==> config.mk <==
export PLATFORM = sky130hd
export DESIGN_NAME = toggle_arbiter
export DESIGN_NICKNAME = d
export VERILOG_FILES = /design/src/rtl/toggle_arb_pkg.sv /design/src/rtl/t_ff.sv /design/src/rtl/toggle_arbiter.sv
export SDC_FILE = /design/constraint.sdc
export NUM_CORES = 1
export LEC_CHECK = 0
export CAP_MARGIN = 20
export CORE_UTILIZATION = 54
export CTS_CLUSTER_DIAMETER = 200
export DETAILED_ROUTE_END_ITERATION = 12
export DONT_BUFFER_PORTS = 1
export PLACE_DENSITY = 0.7
export SLEW_MARGIN = 20
export SYNTH_ARGS = -nofsm -noshare
export SYNTH_HDL_FRONTEND = slang
export SYNTH_HIERARCHICAL = 1
export SYNTH_SLANG_ARGS = --single-unit
export TNS_END_PERCENT = 100
==> constraint.sdc <==
create_clock -name clk -period 1.6 [get_ports clk]
set_input_delay 0.32 -clock clk [delete_from_list [all_inputs] [get_ports clk]]
set_output_delay 0.32 -clock clk [all_outputs]
set_load 0.01 [all_outputs]
==> src/rtl/toggle_arb_pkg.sv <==
// Shared definitions for the toggle arbiter: default sizing and FSM state encoding.
package toggle_arb_pkg;

    localparam int N_REQ_DEFAULT = 4;
    localparam int CNT_W_DEFAULT = 8;

    typedef enum logic [1:0] {
        S_IDLE   = 2'd0,
        S_GRANT  = 2'd1,
        S_TOGGLE = 2'd2,
        S_ACK    = 2'd3
    } arb_state_e;

endpackage

==> src/rtl/t_ff.sv <==
// Shared T flip-flop; inverts Q on every rising edge where T is high.
module t_ff (
    input  logic clk,
    input  logic rst,
    input  logic T,
    output logic Q
);

    logic q_q;

    always_ff @(posedge clk) begin
        if (rst) begin
            q_q <= 1'b0;
        end else if (T) begin
            q_q <= ~q_q;
        end
    end

    assign Q = q_q;

endmodule

==> src/rtl/toggle_arbiter.sv <==
// Round-robin arbiter granting one requester at a time a single toggle of a shared T flip-flop.
//   state    | meaning
//   S_IDLE   | waiting; picks a round-robin winner when en=1 and any req is high
//   S_GRANT  | gnt held; winner may still withdraw before anything happens
//   S_TOGGLE | t_out pulsed into the shared flip-flop, gnt held
//   S_ACK    | one-cycle ack to the winner; winner becomes lowest priority
module toggle_arbiter
    import toggle_arb_pkg::*;
#(
    parameter int N_REQ = N_REQ_DEFAULT,
    parameter int CNT_W = CNT_W_DEFAULT
) (
    input  logic             clk,
    input  logic             rst,
    input  logic             en,
    input  logic [N_REQ-1:0] req,
    output logic [N_REQ-1:0] gnt,
    output logic [N_REQ-1:0] ack,
    output logic             t_out,
    output logic             q,
    output logic             busy,
    output logic [CNT_W-1:0] toggle_cnt
);

    localparam int IDX_W = (N_REQ > 1) ? $clog2(N_REQ) : 1;
    localparam logic [IDX_W-1:0] LAST_IDX = IDX_W'(N_REQ - 1);

    arb_state_e       state_q;
    logic [IDX_W-1:0] last_winner_q;
    logic [IDX_W-1:0] winner_q;
    logic [IDX_W-1:0] winner_d;
    logic             pick_valid;
    logic [N_REQ-1:0] winner_oh;
    logic [N_REQ-1:0] gnt_q;
    logic [N_REQ-1:0] ack_q;
    logic             t_out_q;
    logic [CNT_W-1:0] cnt_q;

    // Search starts one past the previous winner so every requester is reached within N_REQ picks.
    always_comb begin
        int               cand;
        logic [IDX_W-1:0] cand_idx;
        cand       = 0;
        cand_idx   = '0;
        winner_d   = '0;
        pick_valid = 1'b0;
        for (int i = 1; i <= N_REQ; i++) begin
            cand     = (int'(last_winner_q) + i) % N_REQ;
            cand_idx = IDX_W'(cand);
            if (!pick_valid && req[cand_idx]) begin
                pick_valid = 1'b1;
                winner_d   = cand_idx;
            end
        end
    end

    always_comb begin
        winner_oh           = '0;
        winner_oh[winner_d] = 1'b1;
    end

    always_ff @(posedge clk) begin
        if (rst) begin
            state_q       <= S_IDLE;
            gnt_q         <= '0;
            ack_q         <= '0;
            t_out_q       <= 1'b0;
            cnt_q         <= '0;
            winner_q      <= LAST_IDX;
            last_winner_q <= LAST_IDX;
        end else begin
            case (state_q)
                S_IDLE: begin
                    ack_q <= '0;
                    if (en && pick_valid) begin
                        winner_q <= winner_d;
                        gnt_q    <= winner_oh;
                        state_q  <= S_GRANT;
                    end
                end
                S_GRANT: begin
                    if (req[winner_q]) begin
                        t_out_q <= 1'b1;
                        state_q <= S_TOGGLE;
                    end else begin
                        gnt_q   <= '0;
                        state_q <= S_IDLE;
                    end
                end
                S_TOGGLE: begin
                    t_out_q <= 1'b0;
                    cnt_q   <= cnt_q + CNT_W'(1);
                    ack_q   <= gnt_q;
                    gnt_q   <= '0;
                    state_q <= S_ACK;
                end
                S_ACK: begin
                    ack_q         <= '0;
                    last_winner_q <= winner_q;
                    state_q       <= S_IDLE;
                end
                default: begin
                    gnt_q   <= '0;
                    ack_q   <= '0;
                    t_out_q <= 1'b0;
                    state_q <= S_IDLE;
                end
            endcase
        end
    end

    t_ff u_t_ff (
        .clk (clk),
        .rst (rst),
        .T   (t_out_q),
        .Q   (q)
    );

    assign gnt        = gnt_q;
    assign ack        = ack_q;
    assign t_out      = t_out_q;
    assign busy       = (state_q != S_IDLE);
    assign toggle_cnt = cnt_q;

    a_onehot: assert property (@(posedge clk) disable iff (rst)
        $onehot0(gnt_q) && $onehot0(ack_q) && !((|gnt_q) && (|ack_q)));

    a_tout_toggle: assert property (@(posedge clk) disable iff (rst)
        t_out_q |-> (state_q == S_TOGGLE));

endmodule

==> key figures, run 1 <==
Logic synthesis
  – Synth Area in Adders: 7.69%
  – Xor and xnor fraction of the mapped netlist area: 4.62%
  – Syn_area_per_cell: 8.76 sq um
  – Main combinational cell family by area after synthesis: simple AND/OR/NAND/NOR gates
  – Synth Register Bits: 24
  – Syn_nets: 144
  – Post-synthesis simple-gate area fraction: 22.2%
  – Synth Area in Compound Gates: 14.0%
  – Sequential share of the synthesized area: 42.2%
  – Cells after Synth: 130
  – Proportion of synthesized area in mux cells: 6.37%
  – Synth warn: 6
  – Netlist Area Pre-Place: 1140 sq um
  – Synth unique cells: 28

STA
  – Final worst path period need: 1.58 ns
  – Final setup vio count: 0
  – Worst rel slew slack: 71.7%
  – RSZ-0062 raised after global routing: yes
  – Fin. max-slew vios: 0
  – Final period utilization: 98.9%
  – Slew @ Worst Pin: 0.421 ns
  – Worst Clk Skew: 0.00132 ns
  – Final hold violation count: 0
  – Max Freq: 632 MHz
  – Final WS setup: 0.0174 ns

Die
  – Site row count: 16
  – Die width: 47.9 um
  – Core footprint: 1980 sq um
  – Die Ht: 47.9 um
  – Die area: 2300 sq um
  – Io pins: 26
  – Initial Util: 57.4%

Min path
  – Worst min-delay path category: in -> reg
  – HP Start: rst
  – Worst Hold Endpoint: toggle_cnt[5]
  – Hold path depth: 1

Routing
  – WL per Instance: 13.1 um
  – Post-route ant nets: 0
  – Drt first pass iters: 4
  – Post-DR vias/cell: 5.54
  – Total number of vias: 919
  – 1st-iter DRT viols: 18
  – DRC Markers: 0
  – WL final: 2180 um

Clock network
  – Max H-tree Level: 1
  – Clk slew on worst S/H paths: 0.13 ns
  – Clock Latency Late Sink: 0.31 ns
  – Num CTS Buffers: 3
  – Hold Buf Count CTS: 0
  – Clock Sinks: 24
  – CTS tree: built
  – Root buf cell: clkbuf_4
  – Longest Clk Path Bufs: 2

Worst setup path
  – Worst setup EP type: register
  – Worst-path fanout max: 8
  – FF-to-FF setup slack: 0.02 ns
  – Crit path required time: 1.83 ns
  – Startpoint types: register
  – Slowest-stage cell, CP: mux4_2
  – Worst r2r dst: gnt[0]
  – CP max stage delay: 0.51 ns
  – R2r startpoint: winner_q[1]
  – R2R depth: 3
  – Crit-path cells: mux4_2, a221o_2, o31ai_2
  – Critical path type: reg -> reg
  – Worst Path Arrival: 1.81 ns

Global routing
  – Total grt overflow: 0
  – Largest net degree at the start of global routing: 19
  – GRT Total Usage: 19.6%
  – Initial antenna violation count: 0
  – First-pass GRT wire length: 3120 um
  – Vias in the first global route: 757

Pwr
  – Leakage: 0.520 nW
  – PwrDens: 987 nW/um^2
  – Max rail drop VDD: 605 uV

Placed design
  – Post-DP HPWL: 1560 um
  – Port buffer count: 0
  – Gp weighted congestion: 0.892
  – Place WS: -0.0335 ns
  – Dpl cells: 160

Final layout
  – Multi-input logic area: 638 sq um
  – Synthesis-to-finish area growth: 13.5%
  – Final cell count without fillers: 166
  – Layout cells sized above 1: 15.8%
  – Finished Core Util: 65.2%
  – Final-layout fill cell count: 163
  – # nets final: 154
  – Ant diodes: 0
  – Storage element area: 482 sq um

Run status
  – Status: finished clean

Flow run
  – Max Cap Viol: 0
==> critical path: cells and delay by family, from the launching register on <==
kind           cells  cell delay [ns]
multiplexers       1             0.51
AO/OA/AOI/OAI      2             0.64
flip-flops         1             0.36
==> worst max path at each step <==
| stage | slack, ns | from | to |
|---|---|---|---|
| after global routing | -0.05 | winner_q[1] | gnt[3] |
| after global placement | 0.007 | winner_q[1] | gnt[3] |
| after floorplan | 0.02 | winner_q[1] | gnt[1] |
| after detailed placement | -0.03 | winner_q[1] | gnt[0] |
| after CTS | -0.003 | winner_q[1] | gnt[0] |
| final | 0.02 | winner_q[1] | gnt[0] |
==> sequential cells by signal, summed over array words and instances (netlist names), named ones only <==
register,flops
toggle_cnt,8
ack,4
gnt,4
winner_q,2
t_out,1
last_winner_q,2
u_t_ff/Q,1
state_q,1
==> kinds of logic after synthesis <==
group,count (synthesis)
xor gates and xnor gates,6
buffers and inverters,9
DFF,24
AOI/OAI and AO/OA,24
and+or+nand+nor,54
muxes,6
adders and majority gates,7
==> metrics by stage <==
step                      hold slack, ns  cell area (sq um)  TNS [ns]  power [mW]
after CTS                         0.0418               1280  -0.00345        1.28
after global routing              0.0332               1290    -0.144        1.33
after floorplan                    0.392               1140         0       0.793
after detailed placement           0.392               1210   -0.0982       0.834
final                             0.0570               1290         0        1.28
after global placement             0.390               1210         0       0.829
==> cells in the mapped netlist, drive strengths merged <==
cell type	count	area share [%]
xor2	4	3.1
clkbuf	4	1.3
a221o	1	0.88
xnor2	2	1.5
or2b	1	0.66
inv	5	1.6
mux2i	5	4.4
a311oi	1	0.77
o21ai	4	1.8
a2bb2oi	1	0.77
or2	2	1.1
dfxtp	24	42
nor2	19	6.3
nand3	6	2.6
nor3b	1	0.66
o211ai	1	0.66
mux4	1	2.0
a21o	2	1.3
o41ai	1	0.77
ha	7	7.7
o31ai	4	2.6
nand2	13	4.3
and3	2	1.1
a21oi	8	3.5
or3	2	1.1
a21bo	1	0.88
nand4	4	2.2
nand2b	4	2.2
==> report_power, final <==
part / switching, mW / internal (mW) / total, mW
registers: 0.0331 / 0.625 / 0.658
logic: 0.0978 / 0.0878 / 0.186
clock network: 0.180 / 0.253 / 0.433
==> cells in the final DEF, fill, tap and decap left out, types with 2 or more instances in the layout <==
| master | instances |
|---|---|
| dfxtp_1 | 23 |
| nor2_1 | 19 |
| nand2_1 | 13 |
| buf_4 | 9 |
| a21oi_1 | 8 |
| ha_1 | 6 |
| inv_1 | 5 |
| nand3_1 | 5 |
| mux2i_1 | 5 |
| o21ai_0 | 4 |
| nand4_1 | 4 |
| xor2_1 | 4 |
| nand2b_1 | 4 |
| o31ai_1 | 3 |
| clkbuf_4 | 3 |
| and3_1 | 2 |
| or3_1 | 2 |
| a21o_1 | 2 |
| or2_2 | 2 |
| xnor2_1 | 2 |
==> routing by layer <==
metal	GRT usage (%)	up-vias	routed length [um]
li1	-	471	-
met1	27.2	431	1080
met2	30.5	15	1010
met3	3.77	2	76
met4	6.67	0	12
met5	0	-	0
==> what timing repair did <==
item | CTS | global route
resized for setup | 4 | 1
setup buffers | 1 | 1
endpoints found under the setup margin | 4 | 6
pin swaps | 5 | 2
==> area by class of cell <==
class                   instances  area share (%)
multi-input cells              97            49.4
flip-flops and latches         24            37.3
repair buffers                  9            5.23
well taps                      27            2.61
clock inverters                 1            2.32
clock buffers                   3            1.74
inverters                       5            1.45
Note: power is estimated with default switching activity, not from simulation.
==> run 2: changes to the inputs <==
- CELL_PAD_IN_SITES_DETAIL_PLACEMENT: unset -> 1
- CELL_PAD_IN_SITES_GLOBAL_PLACEMENT: unset -> 1
- CORE_UTILIZATION: 54 -> 40
==> key figures, run 2 (synthesized netlist as in run 1, its figures left out) <==
Global routing
  – Vias in the first global route: 888 (+17%)
  – Initial antenna violation count: 0 (unchanged)
  – GRT Total Usage: 16.2% (-3.4 points)
  – Largest net degree at the start of global routing: 19 (unchanged)
  – First-pass GRT wire length: 4110 um (+32%)
  – Total grt overflow: 0 (unchanged)

Die
  – Core footprint: 2590 sq um (+31%)
  – Die Ht: 55.4 um (+16%)
  – Io pins: 26 (unchanged)
  – Die width: 55.4 um (+16%)
  – Initial Util: 44.0% (-13 points)
  – Die area: 3060 sq um (+33%)
  – Site row count: 18 (+2)

Run status
  – Failing checks: setup timing
  – Status: complete, but fails checks

Final layout
  – Final-layout fill cell count: 312 (+91%)
  – Final instance area: 1310 sq um (+1.5%)
  – Commonest cells after routing, fill and taps aside: 21 x dfxtp_1, 19 x nor2_1, 13 x nand2_1, 9 x buf_4, 8 x a21oi_1
  – Most common cell after layout, fill and taps aside: dfxtp_1
  – Ant diodes: 0 (unchanged)
  – Finished Core Util: 50.7% (-15 points)
  – # nets final: 154 (unchanged)
  – Synthesis-to-finish area growth: 15.3%
  – Max FFs per register: 8 (unchanged)
  – Layout cells sized above 1: 21.6% (+5.8 points)

Worst setup path
  – Critical path type: reg -> reg
  – Startpoint types: register
  – Worst Path Arrival: 1.86 ns (+0.05 ns)
  – R2r startpoint: winner_q[1]
  – FF-to-FF setup slack: -0.03 ns (-0.05 ns)
  – Worst setup EP type: register
  – R2R depth: 3 (unchanged)
  – Worst r2r dst: gnt[3]
  – Crit path required time: 1.83 ns (about the same)
  – Worst-path fanout max: 8 (unchanged)

Clock network
  – Longest Clk Path Bufs: 2 (unchanged)
  – Root buf cell: clkbuf_4
  – Clock Latency Late Sink: 0.31 ns (about the same)
  – Max H-tree Level: 1 (unchanged)
  – Hold Buf Count CTS: 0 (unchanged)
  – Clk slew on worst S/H paths: 0.13 ns (about the same)
  – CTS tree: built
  – Clock Sinks: 24 (unchanged)
  – Num CTS Buffers: 3 (unchanged)

Placed design
  – Placed Area: 1220 sq um (+0.93%)
  – Port buffer count: 0 (unchanged)
  – Gp weighted congestion: 0.765 (-14%)
  – Post-DP HPWL: 1910 um (+22%)

STA
  – Final hold violation count: 0 (unchanged)
  – Fin. max-slew vios: 0 (unchanged)
  – Max Freq: 614 MHz (-2.9%)
  – Final setup vio count: 1 (+1)
  – RSZ-0062 raised after global routing: yes
  – Final period utilization: 102% (+2.9 points)
  – Final WS setup: -0.0293 ns (-0.0467 ns)
  – Final worst path period need: 1.63 ns (+0.0467 ns)
  – Slew @ Worst Pin: 0.440 ns (+0.0192 ns)
  – Worst Clk Skew: 0.00680 ns (+0.00548 ns)
  – Worst rel slew slack: 70.5% (-1.3 points)

Pwr
  – PwrDens: 890 nW/um^2 (-9.9%)
  – Leakage: 0.520 nW (+0.12%)
  – Max rail drop VDD: 704 uV (+16%)

Routing
  – Post-DR vias/cell: 5.53 (-0.17%)
  – Drt first pass iters: 3 (-1)
  – DRC Markers: 0 (unchanged)
  – Total number of vias: 934 (+1.6%)
  – WL per Instance: 15.2 um (+16%)
  – WL final: 2560 um (+18%)
  – Post-route ant nets: 0 (unchanged)
  – 1st-iter DRT viols: 35 (+17)

Flow run
  – Max Cap Viol: 0 (unchanged)

Min path
  – Worst min-delay path category: in -> reg
  – Hold path depth: 1 (unchanged)
  – HP Start: rst
  – Worst Hold Endpoint: state_q[0]
-- run 2: cell count changes in the layout (fill, tap and decap cells not counted) --
cell,delta
nand3_1,-3
nand3_2,+3
o31ai_1,-3
o31ai_2,+3
dfxtp_1,-2
dfxtp_2,+2
bufinv_16,-1
clkbuf_8,+1
-- run 2: worst max-delay path, stage by stage (launching register included) --
cell     delay, ns
dfxtp_2       0.36
mux4_2        0.51
a221o_2       0.46
o31ai_2       0.23
-- run 2: how the worst max path moves through the flow --
stage,startpoint,endpoint,slack (ns),cells past startpoint
floorplan,winner_q[1],gnt[1],0.02,3
global placement,winner_q[1],gnt[1],0.006,3
detailed placement,winner_q[1],gnt[3],-0.09,3
CTS,winner_q[1],gnt[3],-0.02,3
global route,winner_q[1],gnt[3],-0.09,3
finish,winner_q[1],gnt[3],-0.03,3
-- run 2: timing repair --
| item | CTS | global route |
|---|---|---|
| pin swaps | 5 | 3 |
| gates resized for setup | 2 | 11 |
| endpoints found under the setup margin | 4 | 6 |
| setup buffers | 1 | 0 |
| cloned | 0 | 0 |
-- run 2: area by class of cell --
cell class | count | area (sq um) | area share [%]
Inverter | 5 | 18.8 | 1.43
Timing Repair Buffer | 9 | 67.6 | 5.15
Clock buffer | 4 | 36.3 | 2.76
Tap cell | 30 | 37.5 | 2.86
Sequential cell | 24 | 484 | 36.9
Multi-Input combinational cell | 97 | 668 | 50.9
-- run 2: metrics by stage --
step                setup slack (ns)  total power, mW  hold slack (ns)  cells  setup TNS [ns]
global placement             0.00557            0.833            0.393    164               0
global route                 -0.0918             1.23           0.0278    169          -0.252
floorplan                     0.0215            0.793            0.392    130               0
CTS                          -0.0222             1.17           0.0419    169         -0.0388
detailed placement           -0.0882            0.843            0.397    164          -0.264
finish                       -0.0293             1.17           0.0525    169         -0.0293
-- run 2: report_power, final --
part	switching, mW	total [mW]	internal (mW)
registers	0.0319	0.657	0.625
logic	0.110	0.197	0.0870
clock network	0.175	0.314	0.139
total	0.316	1.17	0.851
-- run 2: per-layer routing --
metal  track usage (%)  wire (um)
met5                 0          0
met1              22.3       1260
met4              1.07          0
met3              6.09        105
met2              25.5       1200
